$ cat src/rtl/mc_dp_pack_if.sv
// Wishbone-side bus bundle for the memory-controller data path.
interface mc_dp_pack_if #(
    parameter int unsigned DW = 32
) ();
    logic          wb_cyc_i;
    logic          wb_stb_i;
    logic          wb_we_i;
    logic          wb_ack_o;
    logic          wb_read_go;
    logic [DW-1:0] wb_data_i;
    logic [DW-1:0] wb_data_o;

    modport master (
        output wb_cyc_i, wb_stb_i, wb_we_i, wb_ack_o, wb_read_go, wb_data_i,
        input  wb_data_o
    );

    modport slave (
        input  wb_cyc_i, wb_stb_i, wb_we_i, wb_ack_o, wb_read_go, wb_data_i,
        output wb_data_o
    );
endinterface

$ cat src/rtl/mc_dp_pack.sv
// Memory-controller data path: narrow read-beat packing, show-ahead read FIFO, byte parity.
// Optional macro MC_DP_ODD_PARITY_EN selects odd parity for generation and checking.
module mc_dp_pack #(
    parameter int unsigned DW      = 32,
    parameter int unsigned NB      = DW / 8,
    parameter int unsigned FIFO_AW = 2
) (
    input  logic             clk,
    input  logic             rst,
    input  logic [31:0]      csc,
    mc_dp_pack_if.slave      wb,
    input  logic             mem_ack,
    input  logic [NB-1:0]    byte_en,
    input  logic [DW+NB-1:0] mc_data_del,
    input  logic             dv,
    output logic [DW-1:0]    mc_data_o,
    output logic [NB-1:0]    mc_dp_o,
    output logic             par_err,
    output logic             fifo_empty,
    output logic             fifo_full,
    output logic             fifo_ovf
);
    localparam int unsigned EW    = DW + NB;
    localparam int unsigned DEPTH = 1 << FIFO_AW;
    localparam int unsigned CW    = (NB > 1) ? $clog2(NB) : 1;
    localparam int unsigned CNTW  = FIFO_AW + 1;

    logic [2:0] mem_type;
    logic [1:0] bus_width;
    logic       pen;
    logic       clr;
    logic       unused_csc;

    assign mem_type   = csc[3:1];
    assign bus_width  = csc[5:4];
    assign pen        = csc[11];
    assign unused_csc = ^{csc[31:12], csc[10:6], csc[0]};
    assign clr        = !wb.wb_cyc_i | (wb.wb_we_i & wb.wb_stb_i);

    // Lane packer state
    logic [CW-1:0] cnt, cnt_nxt;
    logic [DW-1:0] pack_data, asm_data;
    logic [NB-1:0] pack_par, asm_par;
    logic          pack_en, push;
    int unsigned   cnt_i;

    assign cnt_i = 32'(cnt);

    // Merge the current beat into the partial word; completing beat pushes the merged result.
    always_comb begin
        asm_data = pack_data;
        asm_par  = pack_par;
        cnt_nxt  = cnt;
        pack_en  = 1'b0;
        push     = 1'b0;
        if (dv) begin
            case (bus_width)
                2'd0: begin
                    pack_en = 1'b1;
                    for (int unsigned k = 0; k < NB; k++) begin
                        if (k == cnt_i) begin
                            asm_data[8*k +: 8] = mc_data_del[7:0];
                            asm_par[k]         = mc_data_del[DW];
                        end
                    end
                    if (cnt_i >= NB - 1) begin
                        push    = 1'b1;
                        cnt_nxt = '0;
                    end else begin
                        cnt_nxt = cnt + CW'(1);
                    end
                end
                2'd1: begin
                    pack_en = 1'b1;
                    for (int unsigned k = 0; k < NB; k++) begin
                        if (k == cnt_i) begin
                            asm_data[8*k +: 8] = mc_data_del[7:0];
                            asm_par[k]         = mc_data_del[DW];
                        end else if (k == cnt_i + 1) begin
                            asm_data[8*k +: 8] = mc_data_del[15:8];
                            asm_par[k]         = mc_data_del[DW+1];
                        end
                    end
                    if (cnt_i + 1 >= NB - 1) begin
                        push    = 1'b1;
                        cnt_nxt = '0;
                    end else begin
                        cnt_nxt = cnt + CW'(2);
                    end
                end
                2'd2: begin
                    asm_data = mc_data_del[DW-1:0];
                    asm_par  = mc_data_del[EW-1:DW];
                    push     = 1'b1;
                end
                default: ;
            endcase
        end
    end

    always_ff @(posedge clk) begin
        if (rst) begin
            cnt       <= '0;
            pack_data <= '0;
            pack_par  <= '0;
        end else if (clr) begin
            cnt <= '0;
        end else if (pack_en) begin
            cnt       <= cnt_nxt;
            pack_data <= asm_data;
            pack_par  <= asm_par;
        end
    end

    // Read FIFO: parity bits stored alongside data
    logic [EW-1:0]      fifo_mem [DEPTH];
    logic [FIFO_AW-1:0] wr_ptr, rd_ptr;
    logic [CNTW-1:0]    count;
    logic               re, we;
    logic [EW-1:0]      head;

    assign fifo_empty = (count == '0);
    assign fifo_full  = (count == CNTW'(DEPTH));
    assign re         = wb.wb_ack_o & wb.wb_read_go & !fifo_empty;
    assign we         = push & (!fifo_full | re);
    assign head       = fifo_mem[rd_ptr];
    assign wb.wb_data_o = fifo_empty ? '0 : head[DW-1:0];

    always_ff @(posedge clk) begin
        if (!rst && !clr && we) begin
            fifo_mem[wr_ptr] <= {asm_par, asm_data};
        end
    end

    always_ff @(posedge clk) begin
        if (rst || clr) begin
            wr_ptr   <= '0;
            rd_ptr   <= '0;
            count    <= '0;
            fifo_ovf <= 1'b0;
        end else begin
            if (we) wr_ptr <= wr_ptr + FIFO_AW'(1);
            if (re) rd_ptr <= rd_ptr + FIFO_AW'(1);
            case ({we, re})
                2'b10:   count <= count + CNTW'(1);
                2'b01:   count <= count - CNTW'(1);
                default: ;
            endcase
            if (push && fifo_full && !re) fifo_ovf <= 1'b1;
        end
    end

    // Write path with per-byte parity generation
    logic [NB-1:0] dp_gen;
    logic [NB-1:0] par_bad;

    always_comb begin
        dp_gen  = '0;
        par_bad = '0;
        for (int unsigned k = 0; k < NB; k++) begin
`ifdef MC_DP_ODD_PARITY_EN
            dp_gen[k]  = ~(^wb.wb_data_i[8*k +: 8]);
            par_bad[k] = byte_en[k] & ~((^head[8*k +: 8]) ^ head[DW+k]);
`else
            dp_gen[k]  = ^wb.wb_data_i[8*k +: 8];
            par_bad[k] = byte_en[k] & ((^head[8*k +: 8]) ^ head[DW+k]);
`endif
        end
    end

    always_ff @(posedge clk) begin
        if (rst) begin
            mc_data_o <= '0;
            mc_dp_o   <= '0;
        end else if (wb.wb_ack_o || (mem_type != 3'h0)) begin
            mc_data_o <= wb.wb_data_i;
            mc_dp_o   <= dp_gen;
        end
    end

    assign par_err = !wb.wb_we_i & mem_ack & pen & !fifo_empty & (|par_bad);

endmodule

$ cat src/flat_wrapper.sv
// flat-port wrapper written by rule: the top's interface ports become plain ports
module mc_dp_pack_flat 
#(
    parameter int unsigned DW      = 32,
    parameter int unsigned NB      = DW / 8,
    parameter int unsigned FIFO_AW = 2
)
  (clk, rst, csc, mem_ack, byte_en, mc_data_del, dv, mc_data_o, mc_dp_o, par_err, fifo_empty, fifo_full, fifo_ovf, wb_wb_cyc_i, wb_wb_stb_i, wb_wb_we_i, wb_wb_ack_o, wb_wb_read_go, wb_wb_data_i, wb_wb_data_o);
  mc_dp_pack_if #(.DW(DW)) wb_i ();
  input  logic clk;
  input  logic rst;
  input  logic [31:0] csc;
  input  logic mem_ack;
  input  logic [NB-1:0] byte_en;
  input  logic [DW+NB-1:0] mc_data_del;
  input  logic dv;
  output logic [DW-1:0] mc_data_o;
  output logic [NB-1:0] mc_dp_o;
  output logic par_err;
  output logic fifo_empty;
  output logic fifo_full;
  output logic fifo_ovf;
  input wire logic [$bits(wb_i.wb_cyc_i)-1:0] wb_wb_cyc_i;
  input wire logic [$bits(wb_i.wb_stb_i)-1:0] wb_wb_stb_i;
  input wire logic [$bits(wb_i.wb_we_i)-1:0] wb_wb_we_i;
  input wire logic [$bits(wb_i.wb_ack_o)-1:0] wb_wb_ack_o;
  input wire logic [$bits(wb_i.wb_read_go)-1:0] wb_wb_read_go;
  input wire logic [$bits(wb_i.wb_data_i)-1:0] wb_wb_data_i;
  output wire logic [$bits(wb_i.wb_data_o)-1:0] wb_wb_data_o;
  assign wb_i.wb_cyc_i = wb_wb_cyc_i;
  assign wb_i.wb_stb_i = wb_wb_stb_i;
  assign wb_i.wb_we_i = wb_wb_we_i;
  assign wb_i.wb_ack_o = wb_wb_ack_o;
  assign wb_i.wb_read_go = wb_wb_read_go;
  assign wb_i.wb_data_i = wb_wb_data_i;
  assign wb_wb_data_o = wb_i.wb_data_o;
  mc_dp_pack #(.DW(DW), .NB(NB), .FIFO_AW(FIFO_AW)) u_core (.clk(clk), .rst(rst), .csc(csc), .wb(wb_i), .mem_ack(mem_ack), .byte_en(byte_en), .mc_data_del(mc_data_del), .dv(dv), .mc_data_o(mc_data_o), .mc_dp_o(mc_dp_o), .par_err(par_err), .fifo_empty(fifo_empty), .fifo_full(fifo_full), .fifo_ovf(fifo_ovf));
endmodule
$ cat config.mk
export PLATFORM = sky130hd
export DESIGN_NAME = mc_dp_pack_flat
export DESIGN_NICKNAME = d
export VERILOG_FILES = /design/src/rtl/mc_dp_pack_if.sv /design/src/rtl/mc_dp_pack.sv /design/src/flat_wrapper.sv
export SDC_FILE = /design/constraint.sdc
export NUM_CORES = 1
export LEC_CHECK = 0
export ABC_CLOCK_PERIOD_IN_PS = 3200
export CORE_MARGIN = 4
export CORE_UTILIZATION = 40
export DETAILED_ROUTE_END_ITERATION = 8
export PLACE_DENSITY = 0.67
export SYNTH_ARGS = -nofsm -noshare
export SYNTH_HDL_FRONTEND = slang
export SYNTH_SLANG_ARGS = --single-unit
export TNS_END_PERCENT = 10
$ cat constraint.sdc
create_clock -name clk -period 3.2 [get_ports clk]
set_input_delay 0.48 -clock clk [delete_from_list [all_inputs] [get_ports clk]]
set_output_delay 0.48 -clock clk [all_outputs]
set_load 0.02 [all_outputs]
* Yosys cells after proc, flatten, opt, wreduce, memory -nomap -nowiden
Memories as Yosys holds them, arrays and structs flattened. A register that Yosys moved wholly into a read port is not among the register bits. Cells that the tools add are included.
Storage, ports and cells: flip-flop bits (word level) 82, bits in writable memories 144, output and inout bits 72, word-level logic and storage cells 125, memories kept 1
Cells by class: add/subtract/negate cells 7, order comparisons 2, eq/ne operators 11, muxes and demuxes 43, bitwise operators 19, reductions and logical operators 33
Memories:
- u_core.fifo_mem | words 4, bits a word 36, rd ports 1, clocked after Yosys merged registers in 1, wr ports 1, line mc_dp_pack.sv:116 | logic [EW-1:0] fifo_mem [DEPTH];
Operators with widths (number):
- two-way mux 8 bit | 12
- one-hot mux 32 bit (3 select lines) | 1
- equality test 2 x 32 -> 1 bit, first input constant | 2
- zero test 32 bit | 2
- two-way mux 32 bit | 2
- XOR reduction 8 bit | 8
- equality test 1 x 32 -> 1 bit, first input constant | 1
- greater-or-equal comparator 32 x 2 -> 1 bit, second input constant | 1
- two-way mux 1 bit | 19
- AND 1 bit | 12
- one-hot mux 4 bit (3 select lines) | 1
- two-way mux 2 bit | 4
- zero test 1 bit | 7
- adder 2 x 1 -> 2 bit, second input constant | 3
- one-hot mux 3 bit (2 select lines) | 1
- equality test 2 x 1 -> 1 bit, second input constant | 2
- equality test 2 bit, first input constant | 2
- equality test 2 bit, second input constant | 2
- logical AND 1 bit | 4
- two-way mux 4 bit | 1
- one-hot mux 2 bit (2 select lines) | 1
- nonzero test 2 bit | 2
- OR reduction 2 bit | 2
- OR reduction 4 bit | 1
- 17 further kinds | 22

* Depth between registers and ports, before layout
depth in word-level cells 9, depth in mapped cells 13, mapped depth without buffers 13

* Worst setup path before layout
Ideal clock, no wire load.
path type register to output, start register with a tool-made name, end output port par_err, arrival 2.558 ns, data required time 2.720 ns, path slack 0.162 ns, cell stages (with the launch flop) 9, cells stage by stage dfxtp_1 buf_6 buf_12 mux4_1 xor2_2 xnor3_1 xnor2_1 a22oi_1 a2111oi_2
RTL lines:
- end, declared | line flat_wrapper.sv:19 | output logic par_err;

==> results by group <==
Critical path
  – Worst path most repeated cell: buf_4
  – Kind of critical path: reg2out
  – Critical path cell sequence: buf_12 > buf_4 > mux4_1 > xor2_1 > xnor3_1 > xnor2_2 > a22oi_1 > a2111oi_2 > buf_4
  – Data arrival, critical path: 3.16 ns
  – Critical path's largest stage delay: 0.59 ns
  – Worst path slowest cell: mux4_1
  – Startpoint types: flip-flop
  – WP data required: roughly 2.7 ns
  – Crit. End Element: output port
  – CP Max Fanout: 9

Route
  – Drt initial violations: roughly 540
  – Via/cell ratio: 5.19
  – Antenna-violating nets left: 0
  – Drt total wl: roughly 26 mm
  – Residual DRC: 0
  – Initial DRT Pass Iterations: 7
  – Routed WL per cell: 19.2 um
  – Total number of vias: around 7000

Synth
  – Mapped Cells: approximately 810
  – Ys Warns: 0
  – Mapped Area: between 0.01 and 0.015 mm2
  – Post-synth top flop: edfxtp_1
  – Register area share after synthesis: 59.0%
  – Cell taking the most area after synthesis: edfxtp_1
  – Synth unique cells: between 40 and 50
  – Top cell type's share of synthesized area: about 42%
  – Area contributors post-synth: edfxtp_1, dfxtp_1, mux4_2, nand2_1, xnor2_1
  – Number of synthesized flops with an enable pin: around 140
  – Most common cell in the synthesized netlist: edfxtp_1
  – Synth Net Count: slightly above 900
  – Synth top cells by count: edfxtp_1, nand2_1, dfxtp_1
  – Syn Area/Cell: 12.7 um2
  – #FFs+latches synth: roughly 230
  – Fraction of registers with async set/reset: 0%

Die
  – I/O Pins: 185
  – Core area: between 0.02 and 0.03 mm2
  – Site Rows: a little under 60
  – Die area: ~0.028 mm2
  – Initial core utilization: around two fifths
  – Die W: roughly 170 um
  – Die Ht: about 170 um

Power
  – Reg power frac: about half
  – Switching Power: 1.47 mW
  – Power Dens Cells: slightly below 500 mW/mm2
  – Int Pwr: around 5.0 mW
  – Clk pwr share: 40.7%
  – Total Power: roughly 6.5 mW
  – Switching share of power: between 20% and 30%
  – Worst VDD drop: approximately 360 uV
  – P_leak: 4.81 nW
  – Gate power share: around a tenth

Global routing
  – Global route overflow: 0
  – Vias in the first global route: 7221
  – Gr usage total: 18.1%
  – Largest net degree at the start of global routing: 73
  – First-pass GRT wire length: 40.4 mm
  – Initial antenna violation count: 1

Finish
  – Nets: roughly 1100
  – Area grow syn2layout: 31.3%
  – Final instance area: roughly 0.013 mm2
  – # diodes: 0
  – Layout cells sized above 1: between 15 and 20%
  – Fillers: between 2000 and 2500

STA
  – Hold WS: roughly 0.41 ns
  – Unrepaired setup endpoints after global routing: true
  – Slew @ Worst Pin: 0.927 ns
  – Hold Vio Cnt, Final: 0
  – Min cycle time layout: 3.64 ns
  – Worst clock skew: 0.0182 ns
  – Final number of setup-violating endpoints: 1
  – Slew headroom: a little under two fifths
  – Final setup TNS: -0.441 ns
  – Final worst-path cycle share: 114%
  – Worst setup margin: -0.441 ns
  – Fmax: 275 MHz
  – Slew Viols, Final: 0

Clock network
  – Clock sink count: between 200 and 250
  – CTS tree: done
  – Cts hold-fix bufs: 0
  – CTS Buffer Depth: 3
  – CTS H-Tree Depth: 1
  – Worst-Skew Late Latency: about 0.52 ns
  – Root Buffer: clkbuf_16
  – Inserted Clock Buffers: 24
  – Clk slew on worst S/H paths: ~0.060 ns

Placement
  – Global placement routability congestion: around 0.79
  – Pre-CTS setup slack: -0.527 ns
  – DP Area: approximately 0.012 mm2
  – DP Wirelength: around 18 mm
  – Port buffer count: 158

Hold path
  – Worst hold path type: in2reg

Run status
  – Failing checks: negative setup slack
  – Outcome: complete, but fails checks

Flow run
  – Max cap viols: 0
## cells by family after synthesis
kind of cell	share of synthesized area, %
compound gates	9.14
xor+xnor	6.02
fa+ha+maj	1.30
buf+inv	2.94
flops	59.0
mux	11.1
simple gates	10.6
## power by group through the flow
stage / Clock (mW) / Sequential (mW) / Combinational [mW]
after global placement: 0 / 3.27 / 0.635
after CTS: 2.70 / 3.21 / 0.650
after detailed placement: 0 / 3.27 / 0.642
after floorplan: 0 / 3.31 / 0.276
after global routing: 2.84 / 3.21 / 0.698
final: 2.65 / 3.21 / 0.648
## metal layers
layer / GRT usage, % / share of wire (%)
met3: 5.69 / 9.2
met4: 4.30 / 2.1
met2: 30.5 / 48
met5: 0 / 0
met1: 23.0 / 41
## through the flow
stage	instances	utilization (%)
after floorplan	805	-
after global placement	1302	49.7
after detailed placement	1302	49.7
after CTS	1348	53.1
after global routing	1352	53.3
final	1352	53.3
## state kept, by name, indices dropped and copies added (netlist names), named ones only
name and count:
u_core.pack_par 4, u_core.rd_ptr 2, u_core.fifo_mem 144, u_core.pack_data 32
u_core.wr_ptr 2, u_core.count 3, u_core.mc_data_o 32, u_core.cnt 2
u_core.fifo_ovf 1, u_core.mc_dp_o 4
## repair_timing
action | 4_1_cts | 5_1_grt
resized for setup | 15 | 16
endpoints found under the setup margin | 1 | 3
pin swaps | 5 | 7
buffers inserted | 1 | 4
gates cloned | 1 | 0
## cell usage in the layout (no fill, tap or decap), drive strengths merged, types with 9 or more instances in the layout
cell type      count
buf               68
mux4              36
dfxtp             84
nor2              69
mux2               9
a22oi             23
ha                 9
edfxtp           144
nor2b             36
clkdlybuf4s50    153
nand2            110
a21oi             49
a211oi            11
mux2i             17
inv               14
xnor2             43
xor2              15
a222oi            10
clkbuf            37
o21ai             13
## worst max-delay path: cells and delay by family (launching register included)
family	cells	cell delay, ns
muxes	1	0.59
AOI/OAI and AO/OA	2	0.40
xor gates and xnor gates	3	0.79
buffers and inverters	3	0.49
DFF	1	0.38
## area by class of cell
cell class | count | area (um2) | share of cell area (%)
multi-input cells | 512 | 3940 | 29.5
flip-flops and latches | 228 | 6010 | 44.9
repair buffers | 224 | 2190 | 16.4
well taps | 330 | 413 | 3.09
inverters | 14 | 52.6 | 0.393
clock buffers | 37 | 719 | 5.38
clock inverters | 7 | 46.3 | 0.346
## worst paths after layout
path | cells past startpoint | slack (ns) | from | to
hold reg to reg | 2 | 0.45 | u_core.mc_data_o[26] | u_core.mc_data_o[26]
hold / removal | 3 | 0.41 | rst | u_core.cnt[0]
setup / recovery | 9 | -0.44 | flip-flop | par_err
setup reg to reg | 7 | 0.69 | u_core.cnt[1] | u_core.fifo_mem[0][11]
No activity file was read; power rests on OpenSTA's default activity.
